**src/rtl/fetch_stage_pkg.sv**
```systemverilog
`default_nettype none
// ============================================================================
// Package  : fetch_stage_pkg
// Brief    : Shared fetch-stage constants, FSM encoding and FIFO entry type
// Revision : 1.0
// ============================================================================
package fetch_stage_pkg;

  localparam logic [31:0] DEFAULT_RESET_PC  = 32'h0000_0000;
  localparam logic [31:0] DEFAULT_NOP_INSTR = 32'h0000_0013;

  typedef enum logic [1:0] {
    FS_IDLE  = 2'd0,
    FS_RUN   = 2'd1,
    FS_DRAIN = 2'd2
  } fetch_state_e;

  typedef struct packed {
    logic [31:0] pc;
    logic [31:0] instr;
  } fetch_entry_t;

  function automatic logic [31:0] word_align(input logic [31:0] addr);
    return {addr[31:2], 2'b00};
  endfunction

endpackage
`default_nettype wire

```
**src/rtl/fetch_stage_fifo.sv**
```systemverilog
`default_nettype none
// ============================================================================
// Module   : fetch_fifo
// Brief    : Synchronous prefetch FIFO with flush; DEPTH must be a power of 2
// Revision : 1.0
// ============================================================================
module fetch_fifo #(
  parameter int WIDTH = 64,
  parameter int DEPTH = 2
) (
  input  logic                     clk,
  input  logic                     rst,
  input  logic                     flush,
  input  logic                     push,
  input  logic [WIDTH-1:0]         push_data,
  input  logic                     pop,
  output logic [WIDTH-1:0]         pop_data,
  output logic                     empty,
  output logic                     full,
  output logic [$clog2(DEPTH):0]   count
);

  localparam int AW = $clog2(DEPTH);
  localparam logic [AW:0] C_FULL = (AW+1)'(DEPTH);

  logic [WIDTH-1:0] r_mem [DEPTH];
  logic [AW-1:0]    r_wr_ptr;
  logic [AW-1:0]    r_rd_ptr;
  logic [AW:0]      r_count;
  logic             w_do_push;
  logic             w_do_pop;

  assign w_do_push = push && !flush && (!full || pop);
  assign w_do_pop  = pop && !flush && !empty;

  // Pointers wrap naturally because DEPTH is a power of two
  always_ff @(posedge clk or negedge rst) begin
    if (!rst) begin
      r_wr_ptr <= '0;
      r_rd_ptr <= '0;
      r_count  <= '0;
    end else if (flush) begin
      r_wr_ptr <= '0;
      r_rd_ptr <= '0;
      r_count  <= '0;
    end else begin
      if (w_do_push) r_wr_ptr <= r_wr_ptr + 1'b1;
      if (w_do_pop)  r_rd_ptr <= r_rd_ptr + 1'b1;
      case ({w_do_push, w_do_pop})
        2'b10:   r_count <= r_count + 1'b1;
        2'b01:   r_count <= r_count - 1'b1;
        default: r_count <= r_count;
      endcase
    end
  end

  always_ff @(posedge clk) begin
    if (w_do_push) r_mem[r_wr_ptr] <= push_data;
  end

  assign pop_data = r_mem[r_rd_ptr];
  assign empty    = (r_count == '0);
  assign full     = (r_count == C_FULL);
  assign count    = r_count;

endmodule
`default_nettype wire

```
**src/rtl/fetch_stage.sv**
```systemverilog
`default_nettype none
// ============================================================================
// Module   : fetch_stage
// Brief    : RV32I instruction fetch feeding IF/ID, with prefetch, stall, redirect
// Revision : 1.0
// ============================================================================
module fetch_stage
  import fetch_stage_pkg::*;
#(
  parameter logic [31:0] RESET_PC   = DEFAULT_RESET_PC,
  parameter int          FIFO_DEPTH = 2,
  parameter logic [31:0] NOP_INSTR  = DEFAULT_NOP_INSTR
) (
  input  logic        clk,
  input  logic        rst,
  input  logic        keep,
  input  logic        redirect,
  input  logic [31:0] redirect_pc,
  output logic        imem_req,
  output logic [31:0] imem_addr,
  input  logic        imem_ready,
  input  logic        imem_rvalid,
  input  logic [31:0] imem_rdata,
  output logic [31:0] PC_pype0,
  output logic [31:0] PCp4_pype0,
  output logic [31:0] Instraction_pype,
  output logic        nop
);

  localparam int CW = $clog2(FIFO_DEPTH) + 1;

  fetch_state_e  r_state;
  fetch_state_e  w_state_nxt;
  logic [31:0]   r_fetch_pc;
  logic [31:0]   r_resp_pc;
  logic [CW-1:0] r_outstanding;
  logic [CW-1:0] r_drop_cnt;
  logic [CW-1:0] w_fifo_count;
  logic [CW:0]   w_inflight;
  logic          w_fifo_empty;
  logic          w_fifo_full;
  logic          w_accept;
  logic          w_push;
  logic          w_pop;
  fetch_entry_t  w_push_entry;
  fetch_entry_t  w_head;

  // Requests in flight plus buffered words never exceed the FIFO size,
  // so every response always has a slot waiting for it.
  assign w_inflight = {1'b0, r_outstanding} + {1'b0, w_fifo_count};
  assign imem_req   = (r_state == FS_RUN) && !redirect && !w_fifo_full &&
                      (w_inflight < (CW+1)'(FIFO_DEPTH));
  assign imem_addr  = r_fetch_pc;
  assign w_accept   = imem_req && imem_ready;
  assign w_push     = imem_rvalid && (r_state == FS_RUN) && !redirect;
  assign w_pop      = !redirect && !keep && !w_fifo_empty;

  assign w_push_entry = '{pc: r_resp_pc, instr: imem_rdata};

  fetch_fifo #(
    .WIDTH ($bits(fetch_entry_t)),
    .DEPTH (FIFO_DEPTH)
  ) u_fifo (
    .clk       (clk),
    .rst       (rst),
    .flush     (redirect),
    .push      (w_push),
    .push_data (w_push_entry),
    .pop       (w_pop),
    .pop_data  (w_head),
    .empty     (w_fifo_empty),
    .full      (w_fifo_full),
    .count     (w_fifo_count)
  );

  always_comb begin
    w_state_nxt = r_state;
    if (redirect) begin
      w_state_nxt = FS_DRAIN;
    end else begin
      case (r_state)
        FS_IDLE:  w_state_nxt = FS_RUN;
        FS_RUN:   w_state_nxt = FS_RUN;
        FS_DRAIN: if (r_drop_cnt == '0) w_state_nxt = FS_RUN;
        default:  w_state_nxt = FS_IDLE;
      endcase
    end
  end

  always_ff @(posedge clk or negedge rst) begin
    if (!rst) begin
      r_state          <= FS_IDLE;
      r_fetch_pc       <= RESET_PC;
      r_resp_pc        <= RESET_PC;
      r_outstanding    <= '0;
      r_drop_cnt       <= '0;
      PC_pype0         <= '0;
      PCp4_pype0       <= '0;
      Instraction_pype <= NOP_INSTR;
      nop              <= 1'b1;
    end else begin
      r_state <= w_state_nxt;

      case ({w_accept, imem_rvalid})
        2'b10:   r_outstanding <= r_outstanding + 1'b1;
        2'b01:   r_outstanding <= r_outstanding - 1'b1;
        default: r_outstanding <= r_outstanding;
      endcase

      // Everything still in flight at a redirect belongs to the old path
      if (redirect) begin
        r_fetch_pc <= word_align(redirect_pc);
        r_resp_pc  <= word_align(redirect_pc);
        r_drop_cnt <= r_outstanding - CW'(imem_rvalid);
      end else begin
        if (w_accept) r_fetch_pc <= r_fetch_pc + 32'd4;
        if (w_push)   r_resp_pc  <= r_resp_pc + 32'd4;
        if ((r_state == FS_DRAIN) && imem_rvalid && (r_drop_cnt != '0))
          r_drop_cnt <= r_drop_cnt - 1'b1;
      end

      if (w_pop) begin
        PC_pype0         <= w_head.pc;
        PCp4_pype0       <= w_head.pc + 32'd4;
        Instraction_pype <= w_head.instr;
        nop              <= 1'b0;
      end else if (redirect || !keep) begin
        PC_pype0         <= '0;
        PCp4_pype0       <= '0;
        Instraction_pype <= NOP_INSTR;
        nop              <= 1'b1;
      end
    end
  end

endmodule
`default_nettype wire

```
**config.mk**
```make
export PLATFORM = sky130hd
export DESIGN_NAME = fetch_stage
export DESIGN_NICKNAME = d
export VERILOG_FILES = /design/src/rtl/fetch_stage_pkg.sv /design/src/rtl/fetch_stage_fifo.sv /design/src/rtl/fetch_stage.sv
export SDC_FILE = /design/constraint.sdc
export NUM_CORES = 1
export LEC_CHECK = 0
export CAP_MARGIN = 10
export CORE_MARGIN = 1
export CORE_UTILIZATION = 40
export DETAILED_ROUTE_END_ITERATION = 16
export GPL_TIMING_DRIVEN = 0
export PLACE_DENSITY = 0.61
export SLEW_MARGIN = 20
export SYNTH_ARGS = -nofsm -noshare
export SYNTH_HDL_FRONTEND = slang
export SYNTH_HIERARCHICAL = 1
export SYNTH_SLANG_ARGS = --single-unit
```
**constraint.sdc**
```tcl
create_clock -name clk -period 10.7 [get_ports clk]
set_input_delay 2.675 -clock clk [delete_from_list [all_inputs] [get_ports clk]]
set_output_delay 2.675 -clock clk [all_outputs]
set_load 0.01 [all_outputs]
```
==> metrics.cfg <==
[cts]
postCtsSetupRepairBufs=0
cts-root-buf=clkbuf_16
clockBufferDepth=3
clk_latency_ps=560
cts_resized=0
clkTransAtPathRegs_ps=60
cts_buffers=30
cts-htree-levels=1
holdBufCountCts=0
clock-sinks=293
tritoncts=built

[setup_path]
cp_top_family=buffers and inverters
crit_path_top_delay_cell=clkdlybuf4s50_1
cpPeakStageDelay_ps=630
worstPathCellList=clkdlybuf4s50_1, nor4b_4, and2_1, clkdlybuf4s50_1
start_kind=input port
timing_worst_setup_path_type=input port to output pin
arrival_ps=4540
cp-end-kind=output pin
critPathRequiredTime_ps=8030
critPathMaxFanout=9
crit_buf_inv=2
path_common_cell=clkdlybuf4s50_1

[floorplanning]
initial_core_util_pct=41.09
fp.dieW_um=180.2
die_h_um=180.2
core_area_sq_um=30910
io_pins=200
row_count=64
dieArea_sq_um=32470

[routing]
wl_mm=32.57
drt_drc_violations_left=0
avgRoutedWirePerCell_um=19.81
drt-pass1-iter-count=5
initialDrtViolationCount=594
postRouteAntennaNets=0
vias=8773
routed_via_density=5.336

[synthesis]
synth_seq_area_share_pct=62.82
async_flop_share_pct=56.31
synthCells=975
ys.warnings.count=6
yosysMostFrequentCell=dfrtp_1
netlist_area_sq_um=12700
synthFlopType=dfrtp_1
synth.avg_cell_area_sq_um=13.03
synth_edf_count=128
ys_seq_elements=293
synth_common_cells=dfrtp_1 (161), edfxtp_1 (128), nand2_1 (79)
synth_top_cell_by_area=dfrtp_1
yosys.area.top_type_share_pct=31.72
ys_types=65
yosys-top-cells-area=dfrtp_1 (32%), edfxtp_1 (30%), mux2_2 (6.8%)

[sta]
layout_setup_ws_ps=3489
fin_setup_tns_ps=0
rsz0062_at_grt=false
slew_violations=0
timing.final.crit_share_pct=67.39
worst_slew_pin_slew_ps=896.6
slew_headroom_pct=40.23
final_hold_viol_count=0
max_freq_mhz=138.7
finClkSkew_ps=28.10
finalSetupViolations=0
period_minus_slack_ps=7211

[placed_design]
portBuffers=195
hpwl_mm=23.44
place_congestion=0.8917
placed_area_sq_um=15340
pre_cts_ws_ps=3489

[global_route]
grt_overflow_total=0
grt_max_degree=91
grt_pass1_vias=8935
antenna_found_initial=0
grt_pass1_wl_mm=51.83
grtUsageTotal_pct=20.28

[finish]
final_util_pct=53.01
syn_to_final_growth_pct=29.02
drive_gt1_share_pct=14.90
diodes=0
seqCellArea_sq_um=7978
multi_input_area_sq_um=4420
stdcell_area_sq_um=16380
fill_cells=2661
final_nets=1301

[pwr]
power_density_nw_per_um2=157.7
vdd_drop_max_v=0.0001218
p_leak_uw=0.006286

[run]
maxCapViolations=0

[outcome]
status=finished, final reports clean

[worst_hold_path]
hold_class=flop to flop

==> final cells by class <==
| type | count | share of cell area (%) |
|---|---|---|
| buffer | 54 | 1.741 |
| tap | 396 | 3.024 |
| inverter | 12 | 0.2749 |
| multi-input combinational | 621 | 26.98 |
| timing repair buffer | 212 | 12.94 |
| clock buffer | 47 | 5.850 |
| sequential | 293 | 48.69 |
| clock inverter | 9 | 0.5040 |
==> layer usage <==
layer  vias up  wire [um]  track usage, %
met5         -          0               0
met1      4267      15390           29.64
li1       4145          -               -
met3        54       1962           3.112
met2       307      14470           31.44
met4         0        742           5.368
==> layout by cell type, fill, tap and decap left out, types with 5 or more instances in the layout <==
cell,instances
inv_1,11
nor2_1,33
xnor2_1,32
dfrtp_1,161
clkdlybuf4s50_1,194
nand3_1,55
nand2_1,79
buf_6,9
mux2i_1,6
clkinv_2,5
o311ai_1,7
nand4_1,36
clkbuf_16,33
o21ai_0,46
buf_4,20
and3_1,17
ha_1,6
clkbuf_8,8
o211ai_1,7
and4_1,9
nor3_1,10
a31oi_1,7
buf_2,11
mux2_2,77
clkbuf_1,31
xor2_1,36
nand2b_1,6
edfxtp_1,128
o21ai_1,10
nor4_1,8
conb_1,6
a21oi_1,7
a22o_1,63
and2_1,5
==> through the flow <==
step                      hold WS (ps)  total power (uW)  cells
final                            478.2              2583   1644
after CTS                        485.5              2610   1644
after global placement           458.9              1527   1571
after global routing             506.5              2682   1644
after floorplan                  440.2              1408    980
after detailed placement         468.1              1533   1588
==> where the power goes <==
part	switching, uW	internal (uW)	leakage [uW]	total, uW
Combinational	117	115	0.00247	233
Clock	433	639	0.000514	1070
Sequential	55.1	1220	0.00330	1280
==> final timing paths <==
kind                            slack (ps)             from              endpoint  depth (start not counted)
worst max register to register        7110  u_fifo/count[0]   u_fifo/r_mem[1][61]                          9
max in group asynchronous             7690              rst         r_resp_pc[16]                          2
worst max-delay path                  3490         redirect              imem_req                          4
min in group asynchronous             2070              rst  Instraction_pype[24]                          1
worst min-delay path                   480    PCp4_pype0[2]         PCp4_pype0[2]                          2
worst min register to register         480    PCp4_pype0[2]         PCp4_pype0[2]                          2
==> worst reg2reg max path, delay by kind of cell (launching register included) <==
kind | cells | cell delay [ps]
compound gates | 1 | 220
flops | 1 | 500
simple gates | 3 | 1080
buf+inv | 5 | 1480
==> sequential cells by signal, summed over array words and instances, names as in the netlist <==
signal and count:
PC_pype0 32, r_drop_cnt 2, u_fifo/count 2, r_resp_pc 30, u_fifo/r_rd_ptr 1, Instraction_pype 32, nop 1, u_fifo/r_wr_ptr 1
imem_addr 30, PCp4_pype0 30, u_fifo/r_mem 128, r_state 2, r_outstanding 2
==> kinds of logic (layout without fill, tap and decap cells) <==
logic type	after synthesis	in the layout	share of synthesized area (%)
and+or+nand+nor	286	286	12.11
xor gates and xnor gates	68	68	4.690
AOI/OAI and AO/OA	169	169	9.498
other	1	6	0.02953
DFF	293	293	62.82
buffers and inverters	66	334	2.601
adders and majority gates	7	7	0.7488
muxes	85	85	7.507
No activity file was read; power rests on OpenSTA's default activity.
